[config.mk]
export PLATFORM = sky130hd
export DESIGN_NAME = tt_host_bridge
export DESIGN_NICKNAME = d
export VERILOG_FILES = /design/src/rtl/tt_bridge_pkg.sv /design/src/rtl/tt_bridge_shreg.sv /design/src/rtl/tt_host_bridge.sv
export SDC_FILE = /design/constraint.sdc
export NUM_CORES = 1
export LEC_CHECK = 0
export BUFFER_PORTS_ARGS = -buffer_cell sky130_fd_sc_hd__clkbuf_2
export CAP_MARGIN = 0
export CORE_AREA = 3 3 98 100
export CTS_BUF_LIST = sky130_fd_sc_hd__clkbuf_2 sky130_fd_sc_hd__clkbuf_4 sky130_fd_sc_hd__clkbuf_8
export DETAILED_ROUTE_END_ITERATION = 10
export DIE_AREA = 0 0 101 103
export GPL_TIMING_DRIVEN = 0
export PLACE_DENSITY = 0.81
export RECOVER_POWER = 50
export SYNTH_ARGS = -nofsm -noshare
export SYNTH_HDL_FRONTEND = slang
export SYNTH_SLANG_ARGS = --single-unit
[constraint.sdc]
create_clock -name clk -period 3.7 [get_ports clk]
set_input_delay 0.185 -clock clk [delete_from_list [all_inputs] [get_ports clk]]
set_output_delay 0.185 -clock clk [all_outputs]
set_load 0.02 [all_outputs]
[src/rtl/tt_bridge_pkg.sv]
// tt_bridge_pkg: shared states, opcodes and command-byte layout for the host bridge
package tt_bridge_pkg;
  typedef enum logic [2:0] {S_CMD, S_ADDR, S_WDATA, S_MREQ, S_RWAIT, S_RSP} state_t;
  localparam logic [1:0] OP_NOP = 2'b00;
  localparam logic [1:0] OP_READ = 2'b01;
  localparam logic [1:0] OP_WRITE = 2'b10;
  localparam logic [1:0] OP_CTRL = 2'b11;
  localparam int CMD_OP_HI = 7;
  localparam int CMD_OP_LO = 6;
  localparam int CMD_LEN_HI = 3;
  localparam int CMD_LEN_LO = 0;
  localparam int CMD_FLAG = 0;
  function automatic logic [1:0] cmd_op(input logic [7:0] cmd);
    return cmd[CMD_OP_HI:CMD_OP_LO];
  endfunction
  function automatic logic [3:0] cmd_len(input logic [7:0] cmd);
    return cmd[CMD_LEN_HI:CMD_LEN_LO];
  endfunction
endpackage

[src/rtl/tt_bridge_shreg.sv]
// tt_bridge_shreg: byte-wide shift register with parallel load
module tt_bridge_shreg #(
  parameter int BYTES = 4,
  parameter bit MSB_IN = 1'b0
) (
  input  logic               clk,
  input  logic               rst,
  input  logic               load,
  input  logic               shift,
  input  logic [8*BYTES-1:0] load_data,
  input  logic [7:0]         in_byte,
  output logic [8*BYTES-1:0] data_q
);
  localparam int W = 8 * BYTES;
  logic [W-1:0] data_d;
  // load wins over shift; MSB_IN shifts right with the new byte entering at the top
  always_comb begin
    data_d = load ? load_data
           : shift ? (MSB_IN ? W'({in_byte, data_q} >> 8) : W'({data_q, in_byte}))
           : data_q;
  end
  // register the word
  always_ff @(posedge clk or posedge rst) begin
    if (rst) data_q <= '0;
    else data_q <= data_d;
  end
endmodule

[src/rtl/tt_host_bridge.sv]
// tt_host_bridge: byte-serial host to memory-bus bridge with CPU halt control
module tt_host_bridge
  import tt_bridge_pkg::*;
#(
  parameter int ADDR_W = 16,
  parameter int DATA_W = 32,
  parameter int MEM_TIMEOUT = 255,
  parameter bit HALT_AT_RESET = 1'b1
) (
  input  logic              clk,
  input  logic              rst,
  input  logic [7:0]        host_data,
  input  logic              host_valid,
  output logic              host_ready,
  output logic [7:0]        rsp_data,
  output logic              rsp_valid,
  input  logic              rsp_ready,
  output logic              mem_req,
  output logic              mem_we,
  output logic [ADDR_W-1:0] mem_addr,
  output logic [DATA_W-1:0] mem_wdata,
  input  logic              mem_gnt,
  input  logic              mem_rvalid,
  input  logic [DATA_W-1:0] mem_rdata,
  output logic              cpu_halt,
  output logic              busy,
  output logic              err
);
  localparam int AB = ADDR_W / 8;
  localparam int DB = DATA_W / 8;
  localparam int MB = AB > DB ? AB : DB;
  localparam int CW = $clog2(MB + 1);
  localparam int TW = $clog2(MEM_TIMEOUT + 2);
  state_t state_q, state_d;
  logic [3:0] words_q, words_d;
  logic [CW-1:0] cnt_q, cnt_d;
  logic [TW-1:0] tmo_q, tmo_d;
  logic we_q, we_d, halt_q, halt_d, err_q, err_d;
  logic a_ld, a_sh, w_sh, r_ld, r_sh, word_done, tmo_hit;
  logic [DATA_W-1:0] rdata_q;
  logic unused_r;
  tt_bridge_shreg #(.BYTES(AB), .MSB_IN(1'b0)) u_addr (
    .clk(clk), .rst(rst), .load(a_ld), .shift(a_sh),
    .load_data(mem_addr + ADDR_W'(DB)), .in_byte(host_data), .data_q(mem_addr)
  );
  tt_bridge_shreg #(.BYTES(DB), .MSB_IN(1'b1)) u_wdata (
    .clk(clk), .rst(rst), .load(1'b0), .shift(w_sh),
    .load_data('0), .in_byte(host_data), .data_q(mem_wdata)
  );
  tt_bridge_shreg #(.BYTES(DB), .MSB_IN(1'b1)) u_rdata (
    .clk(clk), .rst(rst), .load(r_ld), .shift(r_sh),
    .load_data(mem_rdata), .in_byte(8'h00), .data_q(rdata_q)
  );
  assign unused_r = ^rdata_q;
  assign host_ready = state_q == S_CMD || state_q == S_ADDR || state_q == S_WDATA;
  assign busy = state_q != S_CMD;
  assign mem_req = state_q == S_MREQ;
  assign rsp_valid = state_q == S_RSP;
  assign rsp_data = rdata_q[7:0];
  assign mem_we = we_q;
  assign cpu_halt = halt_q;
  assign err = err_q;
  // next-state and datapath strobes; word completion is handled once at the end
  always_comb begin
    state_d = state_q;
    words_d = words_q;
    cnt_d = cnt_q;
    tmo_d = tmo_q + TW'(1);
    we_d = we_q;
    halt_d = halt_q;
    err_d = err_q;
    a_ld = 1'b0;
    a_sh = 1'b0;
    w_sh = 1'b0;
    r_ld = 1'b0;
    r_sh = 1'b0;
    word_done = 1'b0;
    tmo_hit = MEM_TIMEOUT != 0 && tmo_q == TW'(MEM_TIMEOUT - 1);
    case (state_q)
      S_CMD: if (host_valid)
        case (cmd_op(host_data))
          OP_NOP: err_d = host_data[CMD_FLAG] ? 1'b0 : err_q;
          OP_CTRL: halt_d = host_data[CMD_FLAG];
          OP_READ, OP_WRITE: begin
            we_d = cmd_op(host_data) == OP_WRITE;
            words_d = cmd_len(host_data);
            cnt_d = '0;
            state_d = S_ADDR;
          end
        endcase
      S_ADDR: if (host_valid) begin
        a_sh = 1'b1;
        cnt_d = cnt_q == CW'(AB - 1) ? '0 : cnt_q + CW'(1);
        tmo_d = '0;
        state_d = cnt_q != CW'(AB - 1) ? S_ADDR : we_q ? S_WDATA : S_MREQ;
      end
      S_WDATA: if (host_valid) begin
        w_sh = 1'b1;
        cnt_d = cnt_q == CW'(DB - 1) ? '0 : cnt_q + CW'(1);
        tmo_d = '0;
        state_d = cnt_q == CW'(DB - 1) ? S_MREQ : S_WDATA;
      end
      S_MREQ: if (mem_gnt) begin
        word_done = we_q;
        r_ld = !we_q && mem_rvalid;
        cnt_d = '0;
        tmo_d = '0;
        state_d = we_q ? state_q : mem_rvalid ? S_RSP : S_RWAIT;
      end else if (tmo_hit) begin
        err_d = 1'b1;
        state_d = S_CMD;
      end
      S_RWAIT: if (mem_rvalid) begin
        r_ld = 1'b1;
        cnt_d = '0;
        state_d = S_RSP;
      end else if (tmo_hit) begin
        err_d = 1'b1;
        state_d = S_CMD;
      end
      S_RSP: if (rsp_ready) begin
        r_sh = 1'b1;
        cnt_d = cnt_q + CW'(1);
        word_done = cnt_q == CW'(DB - 1);
      end
      default: state_d = S_CMD;
    endcase
    if (word_done) begin
      a_ld = 1'b1;
      cnt_d = '0;
      tmo_d = '0;
      words_d = words_q - 4'd1;
      state_d = words_q == 4'd0 ? S_CMD : we_q ? S_WDATA : S_MREQ;
    end
  end
  // control state register
  always_ff @(posedge clk or posedge rst) begin
    if (rst) begin
      state_q <= S_CMD;
      words_q <= '0;
      cnt_q <= '0;
      tmo_q <= '0;
      we_q <= 1'b0;
      halt_q <= HALT_AT_RESET;
      err_q <= 1'b0;
    end else begin
      state_q <= state_d;
      words_q <= words_d;
      cnt_q <= cnt_d;
      tmo_q <= tmo_d;
      we_q <= we_d;
      halt_q <= halt_d;
      err_q <= err_d;
    end
  end
endmodule
==> results.md <==
- Outcome: completed
- Wire per inst: 15.47 um
- Min Tclk post-route: 2.023 ns
- Pins Over Slew Limit: 0
- Register area share after synthesis: 51.83%
- Synthesized area per cell: 10.81 um^2
- R2R Path Start: state_q[2]$_DFFE_PP0P_
- CORE AREA: 8763 um^2
- Max clock buf depth: 2
- Mapped Cells: 456
- Remaining global-route overflow: 0
- Hold path start: mem_rdata[20]
- Post-route ant nets: 0
- GRT Total Usage: 21.53%
- Post-Syn Area: 4927 um^2
- Number of global-route vias before repair: 3857
- Postcts setup bufs: 0
- Worst-path clk slew: 0.10 ns
- Final nets: 634
- Die H: 103 um
- Initial antenna violation count: 0
- Width of the die: 101 um
- Setup crit start: state_q[2]$_DFFE_PP0P_
- Residual DRC count: 0
- Vias: 3893
- Register bit count reported by yosys: 102
- Post-DP Area: 5633 um^2
- RSZ-0062 raised after global routing: no
- Pwr dens: 774.2 nW/um^2
- # clock sinks: 102
- Net Count, Synth: 513
- Leak Pwr: 2.873 nW
- Clock Latency Late Sink: 0.36 ns
- # rows: 34
- Starting density of the core: 56.23%
- Cell with the most instances after synthesis: dfrtp_1
- Syn. warnings: 0
- Largest net degree at the start of global routing: 73
- Fillcell total: 735
- Synth unique cells: 56
- Period utilization: 54.66%
- First-pass GRT wire length: 17960 um
- Root buffer cell: clkbuf_8
- FF/Latch Area: 2554 um^2
- Overall power: 4.475 mW
- Gp weighted congestion: 0.8719
- Antenna diodes: 0
- Slew margin rel.: 5.406%
- Full die area: 10400 um^2
- Final hold vios: 0
- Final Cell Area: 5781 um^2
- CTS buffer count: 9
- First-pass detailed-route iteration total: 4
- CP endpoint kind: register
- Critical Path RT: 3.95 ns
- Clock skew: 0.01222 ns
- CTS H-tree lvls: 3
- Setup_tns: 0 ns
- Synth top area share: 51.30%
- Multi-input gate area: 2126 um^2
- PortBufs: 108
- WL final: 10680 um
- Synth area leader: dfrtp_1
- Setup violations, final: 0
- Post-CTS sizing: 0
- Initial drt markers: 147
- Asr flop ratio synth: 100.0%
- CP Class: reg -> reg
- Worst Max-Slew Pin Slew: 1.411 ns
- Post-synth EDFFs: 0
- Max rail drop VDD: 418.8 uV
- Layout cells sized above 1: 28.35%
- HP Class: in -> reg
- CTS tree: yes
- Via-to-Cell Ratio: 5.642
- Max Cap Viol: 0
- Main area contributors after synthesis: dfrtp_1, mux2_2, nand2_1, a22o_1, a21o_1
- # IOs: 109
- Layout area overhead: 17.32%
- Hold WS: 0.02886 ns
- Critical path peak fanout: 10
- Ys flop type: dfrtp_1
- DP HPWL: 7948 um
- Peak Freq: 494.4 MHz
- Synth top cells by count: dfrtp_1, nand2_1, mux2_2
- Crit path DAT: 2.27 ns
- CP Launch Type: register
==> through the flow <==
step	utilization (%)	cells	setup slack, ns
global placement	63.93	672	-0.2239
finish	65.96	690	1.677
floorplan	-	456	0.8412
CTS	66.43	690	1.653
detailed placement	64.28	673	1.674
global route	65.96	690	1.540
==> layer usage <==
metal | part of all wire, % | routed length, um | global-route usage [%]
met2 | 50 | 5304 | 36.61
met5 | 0 | 0 | 0
met4 | 1.3 | 139 | 6.646
met1 | 42 | 4510 | 27.23
met3 | 6.7 | 720 | 5.480
==> power by group <==
part	leakage (nW)	switching, mW	internal, mW
clock network	0.0955	0.390	0.259
logic	1.46	1.11	0.822
registers	1.32	0.345	1.55
total	2.87	1.85	2.63
==> flip-flops by register name (all words and copies together), names as in the netlist, 3 cells and up <==
signal and flops:
u_addr.data_q 16, u_rdata.data_q 32, cnt_q 3, u_wdata.data_q 32, words_q 4, tmo_q 9
state_q 3
==> final timing paths <==
check	slack [ns]	endpoint	depth (start not counted)
worst max-delay path	1.68	u_wdata.data_q[3]$_DFFE_PP0P_	6
worst min-delay path	0.03	u_rdata.data_q[20]$_DFFE_PP0P_	3
worst max register to register	1.68	u_wdata.data_q[3]$_DFFE_PP0P_	6
worst min register to register	0.48	u_rdata.data_q[4]$_DFFE_PP0P_	1
max in group asynchronous	2.10	cpu_halt$_DFFE_PP1P_	4
min in group asynchronous	0.66	u_rdata.data_q[5]$_DFFE_PP0P_	3
==> placed cells by master (no fill, tap or decap), drive strengths merged, types with 2 or more instances in the layout <==
master  instances
mux2i           5
a31oi           3
nor3b           2
ha             11
a22o           21
a32o            2
and2            3
xor2            4
clkbuf        124
inv            13
o21ai          26
nor3            4
o311ai          3
a21boi          3
nand4           9
nand2b          3
o221ai          2
dfrtp         101
nor2b           6
nor2           24
mux2           34
or2             2
o221a           2
buf            27
clkinv          5
nand3          17
nand2          61
and3            4
a21o           21
xnor2           3
a21oi           8
o211ai         10
==> final cells by class <==
| cell class | count | share of cell area (%) |
|---|---|---|
| flip-flops and latches | 102 | 44.18 |
| multi-input cells | 309 | 36.77 |
| repair buffers | 110 | 9.307 |
| plain buffers | 32 | 3.442 |
| well taps | 108 | 2.338 |
| clock buffers | 10 | 2.273 |
| inverters | 13 | 0.8658 |
| clock inverters | 6 | 0.8225 |
==> repair_timing <==
item | in CTS | in global routing
hold buffers | 1 | 0
hold endpoints to repair | 30 | 0
setup endpoints to repair | 0 | 0
==> logic make-up after synthesis <==
kind of cell               count (synthesis)  share of synthesized area (%)
xor gates and xnor gates                   7                          1.244
adders and majority gates                 11                          2.793
buffers and inverters                     45                          5.028
muxes                                     39                          8.786
AOI/OAI and AO/OA                        111                          16.81
DFF                                      102                          51.83
and+or+nand+nor                          141                          13.51
==> critical path: stages (launching register included) <==
cell,delay (ns)
dfrtp_1,0.36
buf_2,0.17
nor3b_1,0.34
and2_1,0.19
clkbuf_1,0.24
buf_4,0.25
mux2_2,0.36
No activity file was read; power rests on OpenSTA's default activity.
